## src/rtl/logic_reset_sequencer.sv

```systemverilog
// logic_reset_sequencer
//   Releases DOMAINS downstream reset domains one at a time, in index order,
//   after system reset or a software request. All domains are first held in
//   reset for HOLD_CYCLES. Each released domain then gets at least DELAY cycles
//   plus its ready handshake before the next release. If ready never arrives,
//   the sequence moves on after TIMEOUT cycles and flags that domain.
//
// Ports
//   aclk            clock
//   areset          async active-high reset
//   reset_request   single-cycle request to re-run the sequence
//   domain_ready    per-domain init-complete level; only the active domain is looked at
//   domain_reset_n  per-domain active-low reset (registered)
//   current_domain  index of the domain being released
//   busy / done     sequence running / sequence complete (busy == !done)
//   timeout_error   sticky per-domain flag: advanced by timeout, not by ready
module logic_reset_sequencer #(
  parameter int DOMAINS     = 4,
  parameter int HOLD_CYCLES = 16,
  parameter int DELAY       = 8,
  parameter int TIMEOUT     = 256,
  localparam int DW         = (DOMAINS > 1) ? $clog2(DOMAINS) : 1
) (
  input  logic               aclk,
  input  logic               areset,
  input  logic               reset_request,
  input  logic [DOMAINS-1:0] domain_ready,
  output logic [DOMAINS-1:0] domain_reset_n,
  output logic [DW-1:0]      current_domain,
  output logic               busy,
  output logic               done,
  output logic [DOMAINS-1:0] timeout_error
);

  localparam int MAXC = (HOLD_CYCLES > TIMEOUT) ? HOLD_CYCLES : TIMEOUT;
  localparam int CW   = $clog2(MAXC + 1);

  typedef enum logic [1:0] {S_HOLD, S_RELEASE, S_DONE} state_t;

  state_t             state_q, state_d;
  logic [CW-1:0]      cnt_q, cnt_d;
  logic [DW-1:0]      cur_q, cur_d;
  logic [DOMAINS-1:0] rstn_q, rstn_d;
  logic [DOMAINS-1:0] err_q, err_d;
  logic               busy_q, busy_d;
  logic               done_q, done_d;

  logic               rdy_act;
  logic               last;
  logic               adv;
  logic [DW-1:0]      nxt;

  always_comb begin
    state_d = state_q;
    cnt_d   = cnt_q;
    cur_d   = cur_q;
    rstn_d  = rstn_q;
    err_d   = err_q;
    busy_d  = busy_q;
    done_d  = done_q;
    adv     = 1'b0;
    nxt     = cur_q + DW'(1);
    last    = (cur_q == DW'(DOMAINS - 1));

    // ready of the active domain only; the others are ignored
    rdy_act = 1'b0;
    for (int i = 0; i < DOMAINS; i++)
      if (DW'(i) == cur_q) rdy_act = domain_ready[i];

    case (state_q)
      S_HOLD: begin
        if (reset_request) begin
          cnt_d = '0;  // request during hold just stretches the hold
        end else if (cnt_q == CW'(HOLD_CYCLES - 1)) begin
          state_d   = S_RELEASE;
          cnt_d     = '0;
          cur_d     = '0;
          rstn_d    = '0;
          rstn_d[0] = 1'b1;
        end else begin
          cnt_d = cnt_q + CW'(1);
        end
      end

      S_RELEASE: begin
        if (!reset_request) begin
          // ready wins over timeout when both hold on the same edge
          if (cnt_q >= CW'(DELAY - 1) && rdy_act) begin
            adv = 1'b1;
          end else if (cnt_q == CW'(TIMEOUT - 1)) begin
            adv = 1'b1;
            for (int i = 0; i < DOMAINS; i++)
              if (DW'(i) == cur_q) err_d[i] = 1'b1;
          end else begin
            cnt_d = cnt_q + CW'(1);
          end

          if (adv) begin
            cnt_d = '0;
            if (last) begin
              state_d = S_DONE;
              done_d  = 1'b1;
              busy_d  = 1'b0;
            end else begin
              cur_d = nxt;
              for (int i = 0; i < DOMAINS; i++)
                if (DW'(i) == nxt) rstn_d[i] = 1'b1;
            end
          end
        end
      end

      default: ;
    endcase

    // abort / re-run: request overrides any advance or timeout above
    if ((state_q != S_HOLD && reset_request) ||
        (state_q != S_HOLD && state_q != S_RELEASE && state_q != S_DONE)) begin
      state_d = S_HOLD;
      cnt_d   = '0;
      cur_d   = '0;
      rstn_d  = '0;
      err_d   = '0;
      done_d  = 1'b0;
      busy_d  = 1'b1;
    end
  end

  always_ff @(posedge aclk or posedge areset) begin
    if (areset) begin
      state_q <= S_HOLD;
      cnt_q   <= '0;
      cur_q   <= '0;
      rstn_q  <= '0;
      err_q   <= '0;
      busy_q  <= 1'b1;
      done_q  <= 1'b0;
    end else begin
      state_q <= state_d;
      cnt_q   <= cnt_d;
      cur_q   <= cur_d;
      rstn_q  <= rstn_d;
      err_q   <= err_d;
      busy_q  <= busy_d;
      done_q  <= done_d;
    end
  end

  assign domain_reset_n = rstn_q;
  assign current_domain = cur_q;
  assign busy           = busy_q;
  assign done           = done_q;
  assign timeout_error  = err_q;

endmodule
```

## config.mk

```make
export PLATFORM = sky130hd
export DESIGN_NAME = logic_reset_sequencer
export DESIGN_NICKNAME = d
export VERILOG_FILES = /design/src/rtl/logic_reset_sequencer.sv
export SDC_FILE = /design/constraint.sdc
export NUM_CORES = 1
export LEC_CHECK = 0
export ABC_CLOCK_PERIOD_IN_PS = 5300
export CAP_MARGIN = 20
export CORE_MARGIN = 8
export CORE_UTILIZATION = 40
export CTS_CLUSTER_SIZE = 16
export DETAILED_ROUTE_END_ITERATION = 8
export HOLD_SLACK_MARGIN = 0.05
export PLACE_DENSITY = 0.61
export SYNTH_ARGS = -nofsm -noshare
export SYNTH_HDL_FRONTEND = slang
export SYNTH_SLANG_ARGS = --single-unit
```

## constraint.sdc

```tcl
create_clock -name aclk -period 5.3 [get_ports aclk]
set_input_delay 0.795 -clock aclk [delete_from_list [all_inputs] [get_ports aclk]]
set_output_delay 0.795 -clock aclk [all_outputs]
set_load 0.01 [all_outputs]
```

==> results of run 1 <==
[flip-flops by register name, summed over array words and instances, names as in the netlist]
name,flops
busy,1
timeout_error,4
current_domain,2
domain_reset_n,4
cnt_q,9
done,1
state_q,2
[how the worst max path moves through the flow]
stage	from	end	slack [ns]	cells after the start
2_1_floorplan	current_domain[0]	current_domain[0]	3.13	7
3_3_place_gp	domain_ready[1]	current_domain[0]	2.60	6
3_5_place_dp	domain_ready[1]	current_domain[1]	2.56	6
4_1_cts	current_domain[1]	current_domain[1]	2.84	6
5_1_grt	current_domain[0]	domain_reset_n[1]	2.66	6
6_report	current_domain[0]	current_domain[1]	2.83	6
[stage by stage]
step	instance area (um^2)	hold slack, ns	cells
floorplan	1310	0.466	139
global placement	1510	0.453	194
global route	1540	0.490	198
finish	1540	0.472	198
detailed placement	1510	0.456	194
CTS	1540	0.476	198
[power by group]
part / total [uW] / internal [uW] / switching [uW]
registers: 182 / 178 / 3.29
logic: 21.7 / 9.78 / 11.9
clock network: 81.4 / 29.4 / 52.0
[metal layers]
layer  vias up  routed length, um  part of all wire [%]
li1        511                  -                     -
met3         7                147                   5.4
met5         -                  0                     0
met1       496               1210                    44
met4         0                 74                   2.7
met2        19               1320                    48
[critical path, delay by kind of cell (launching register included)]
kind                       cells  cell delay, ns
AOI/OAI and AO/OA              4            0.94
adders and majority gates      1            0.44
DFF                            1            0.53
and+or+nand+nor                1            0.45
[cell families (layout without fill, tap and decap cells)]
| logic type | Yosys count | count (layout) | share of synthesized area (%) |
|---|---|---|---|
| adders and majority gates | 9 | 9 | 8.60 |
| buffers and inverters | 19 | 34 | 6.12 |
| and+or+nand+nor | 49 | 49 | 19.7 |
| AOI/OAI and AO/OA | 33 | 33 | 17.5 |
| xor gates and xnor gates | 6 | 6 | 4.02 |
| DFF | 23 | 23 | 44.1 |
[cell usage in the layout (no fill, tap or decap), drive strengths merged, types with 4 or more instances in the layout]
cell and count:
dfrtp 22, o21ai 5, clkbuf 4, nor2 19, a21oi 9, ha 9
inv 12, nand2 9, a22o 5, clkdlybuf4s50 18
[area by class of cell]
| class | count | area share [%] |
|---|---|---|
| multi-input combinational | 97 | 42.5 |
| timing repair buffer | 18 | 11.7 |
| sequential | 23 | 37.6 |
| clock buffer | 4 | 1.71 |
| inverter | 12 | 2.93 |
| tap | 44 | 3.59 |
==> results by group, run 1 <==
Outcome
  • Status: complete, no violations

Worst setup path
  • Most frequent CP cell: a211oi_1
  • Slowest-stage cell, CP: dfrtp_1
  • Worst Path Required: 5.50 ns
  • Worst r2r src: current_domain[0]
  • Worst r2r dst: current_domain[1]
  • Max incr delay on CP: 0.53 ns
  • Startpoint class of the critical path: flop
  • Crit path cell chain: ha_1 > a211oi_1 > a211oi_1 > a211oi_1 > or3b_1 > a32o_1
  • Kind of critical path: reg2reg
  • Arrival time worst endpoint: 2.67 ns
  • R2r worst-path depth: 6
  • Crit end category: flop
  • R2R setup slack: 2.83 ns
  • CP max FO: 10

Clocking
  • CTS Hold Bufs: 0
  • Clock latency on the worst-skew pair: 0.31 ns
  • CTS tree: done
  • CTS root buf: clkbuf_4
  • CTS Buf Count: 3
  • Post_cts resized: 0
  • H-tree Lvls: 1
  • CTS sink cnt: 23
  • Reg clk slew, reported paths: 0.12 ns
  • CTS max path bufs: 2
  • Setup bufs post-CTS: 0

Cells and area
  • Area grow syn2layout: 17.3%
  • Post-layout util: 49.9%
  • Diode count: 0
  • Fillers: 328
  • Multi-input combinational cell area: 652 um^2
  • Register area: 577 um^2
  • Nets: 171
  • Share of layout cells above drive strength 1: 6.49%

Yosys
  • Flops & latches, synth: 23
  • Syn_area_per_cell: 9.42 um^2
  • Most numerous cell in the Yosys netlist: dfrtp_1
  • Area fraction of the dominant cell type after synthesis: 42.1%
  • Yosys cell types: 40
  • Synth area leaders: dfrtp_1 (42%), ha_1 (8.6%), nor2_1 (5.4%)
  • Synthesized cell area: 1310 um^2
  • Cell taking the most area after synthesis: dfrtp_1
  • Ys async rst share: 100%
  • Post-synth top cells: dfrtp_1 (22), nor2_1 (19), inv_1 (12)
  • Register area share after synthesis: 44.1%
  • Cells after Synth: 139
  • EDFF count, synth: 0
  • Net count after synthesis: 155
  • Syn. warnings: 0
  • Synth Flop Type: dfrtp_1

Floorplanning
  • Core footprint: 3080 um^2
  • Placement row count: 20
  • Initial core utilization: 42.5%
  • Io pins: 19
  • Die Ht: 73.2 um
  • Die X: 73.2 um
  • Total die area: 5360 um^2

Placement
  • Pre-CTS setup slack: 2.56 ns
  • Routability cong.: 0.873
  • DP HPWL: 2.09 mm
  • I/O Buffers: 18

Timing
  • Worst setup slack after layout: 2.83 ns
  • Worst slew pin tran: 0.869 ns
  • Final Slew Violations: 0
  • Final Hold Vio Count: 0
  • Final TNS setup: 0 ns
  • Fmax: 405 MHz
  • Final Cycle Share: 46.6%
  • Unrepaired setup endpoints after global routing: no
  • Min cycle time layout: 2.47 ns
  • Slew HR: 42.0%
  • Clk_skew: 0.00465 ns
  • Final setup fails: 0

Hold path
  • Hold Path Class: reg2reg
  • Worst hold path endpoint: busy
  • Worst Hold Launch: busy
  • Hold depth: 2

Routing
  • Post-route ant nets: 0
  • Via count: 1033
  • Post-route DRC: 0
  • Drt initial violations: 45
  • Vias per cell: 5.22
  • WL final: 2.75 mm
  • DR pass1 iterations: 4
  • Drt wl/cell: 13.9 um

Global routing
  • M1 GR Usage: 13.1%
  • Busiest grt layer: met2
  • GRT Overall Usage: 11.0%
  • Met2 Usage GRT: 17.4%
  • Vias in the first global route: 986
  • Grt total ovfl: 0
  • Largest net degree at the start of global routing: 24
  • Antenna violations before repair: 0
  • Met3 Use GR: 3.16%
  • First-pass GRT wire length: 4.63 mm

Pwr
  • Cell leakage power: 0.000670 uW
  • VDD IR-drop max: 0.0715 mV
  • Overall Power: 285 uW
  • Pwr dens: 185 nW/um^2

Run
  • Max Cap Violations: 0
Note: power is estimated with default switching activity, not from simulation.
==> inputs of run 2 (changes only) <==
--- a/config.mk
+++ b/config.mk
@@ -5,7 +5,7 @@
 export SDC_FILE = /design/constraint.sdc
 export NUM_CORES = 1
 export LEC_CHECK = 0
-export ABC_CLOCK_PERIOD_IN_PS = 5300
+export ABC_CLOCK_PERIOD_IN_PS = 2400
 export CAP_MARGIN = 20
 export CORE_MARGIN = 8
 export CORE_UTILIZATION = 40
==> constraint.sdc (replaced) <==
create_clock -name aclk -period 2.4 [get_ports aclk]
set_input_delay 0.36 -clock aclk [delete_from_list [all_inputs] [get_ports aclk]]
set_output_delay 0.36 -clock aclk [all_outputs]
set_load 0.01 [all_outputs]
==> results by group, run 2 (synthesis results as in run 1) <==
Worst setup path
  • Worst Path Required: 2.61 ns
  • Crit end category: flop
  • R2r worst-path depth: 7
  • Worst r2r dst: current_domain[0]
  • R2R setup slack: 0.22 ns
  • Worst r2r src: current_domain[1]
  • Startpoint class of the critical path: flop
  • CP max FO: 7
  • Kind of critical path: reg2reg
  • Arrival time worst endpoint: 2.39 ns

Global routing
  • Vias in the first global route: 1153
  • GRT Overall Usage: 11.6%
  • First-pass GRT wire length: 5.00 mm
  • Antenna violations before repair: 0
  • Grt total ovfl: 0
  • Largest net degree at the start of global routing: 24

Clocking
  • Reg clk slew, reported paths: 0.12 ns
  • H-tree Lvls: 1
  • CTS Hold Bufs: 0
  • CTS root buf: clkbuf_4
  • CTS Buf Count: 3
  • Clock latency on the worst-skew pair: 0.30 ns
  • Setup bufs post-CTS: 0
  • CTS sink cnt: 23
  • CTS tree: done
  • CTS max path bufs: 2
  • Post_cts resized: 0

Cells and area
  • Share of layout cells above drive strength 1: 10.6%
  • Diode count: 0
  • Biggest register: cnt_q
  • Fillers: 304
  • Number of flip-flops in the largest register: 9
  • Register area: 577 um^2
  • Nets: 177
  • Multi-input combinational cell area: 657 um^2
  • Area grow syn2layout: 21.1%
  • Most common cell after layout, fill and taps aside: dfrtp_1
  • Commonest cells after routing, fill and taps aside: dfrtp_1 (22), nor2_1 (19), clkdlybuf4s50_1 (18)

Timing
  • Final Hold Vio Count: 0
  • Worst slew pin tran: 0.382 ns
  • Final Slew Violations: 0
  • Worst setup slack after layout: 0.219 ns
  • Final setup fails: 0
  • Slew HR: 74.4%
  • Fmax: 458 MHz
  • Min cycle time layout: 2.18 ns
  • Final Cycle Share: 90.9%
  • Unrepaired setup endpoints after global routing: no
  • Final TNS setup: 0 ns
  • Clk_skew: 0.00657 ns

Pwr
  • VDD IR-drop max: 0.144 mV
  • Overall Power: 627 uW
  • Cell leakage power: 0.000701 uW
  • Pwr dens: 396 nW/um^2

Placement
  • Pre-CTS setup slack: 0.0987 ns
  • Routability cong.: 0.868
  • DP HPWL: 2.15 mm
  • I/O Buffers: 18

Routing
  • Via count: 1034
  • Drt initial violations: 54
  • Post-route DRC: 0
  • Drt wl/cell: 13.6 um
  • DR pass1 iterations: 4
  • Vias per cell: 5.07
  • WL final: 2.77 mm
  • Post-route ant nets: 0

Outcome
  • Status: complete, no violations

Floorplanning
  • Io pins: 19
  • Core footprint: 3080 um^2
  • Placement row count: 20
  • Total die area: 5360 um^2
  • Die Ht: 73.2 um
  • Die X: 73.2 um
  • Initial core utilization: 42.5%

Run
  • Max Cap Violations: 0

Hold path
  • Hold Path Class: in2async
run 2: per-stage QoR:
stage | hold WS (ns) | std cells | instance area [um^2] | utilization, %
global route | 0.421 | 204 | 1590 | 51.5
CTS | 0.397 | 204 | 1580 | 51.3
finish | 0.394 | 204 | 1590 | 51.5
detailed placement | 0.456 | 200 | 1550 | 50.5
floorplan | 0.361 | 139 | 1310 | -
global placement | 0.449 | 200 | 1550 | 50.5
run 2: report_power, final:
part / total (uW) / internal, uW / switching [uW]
clock: 173 / 64.7 / 108
sequential: 401 / 394 / 7.64
combinational: 52.9 / 25.5 / 27.4
total: 627 / 484 / 143
run 2: worst max-delay path, cell delays in order, from the launching register on:
cell and delay, ns:
dfrtp_1 0.48, inv_1 0.11, ha_1 0.22, nand3b_1 0.17
a211oi_2 0.26, a211oi_1 0.16, or3b_1 0.44, a22o_1 0.25
run 2: final cells by class:
class | count | area share (%)
flip-flops and latches | 23 | 36.4
inverters | 12 | 2.84
clock buffers | 4 | 1.66
well taps | 44 | 3.47
multi-input cells | 97 | 41.4
repair buffers | 24 | 14.2
run 2: routing by layer:
metal / GRT usage [%] / share of wire (%) / vias up
li1: - / - / 524
met1: 12.7 / 45 / 496
met2: 20.9 / 51 / 12
met3: 2.34 / 3.7 / 2
met4: 5.33 / 0.76 / 0
met5: 0 / 0 / -
run 2: worst max path at each step:
| stage | startpoint | to | slack (ns) | cells after the start |
|---|---|---|---|---|
| detailed placement | current_domain[1] | current_domain[0] | 0.1 | 7 |
| finish | current_domain[1] | current_domain[0] | 0.22 | 7 |
| global placement | domain_ready[1] | current_domain[0] | 0.14 | 6 |
| floorplan | current_domain[0] | current_domain[0] | 0.23 | 7 |
| CTS | current_domain[1] | current_domain[0] | 0.07 | 7 |
| global route | current_domain[1] | current_domain[0] | 0.03 | 7 |
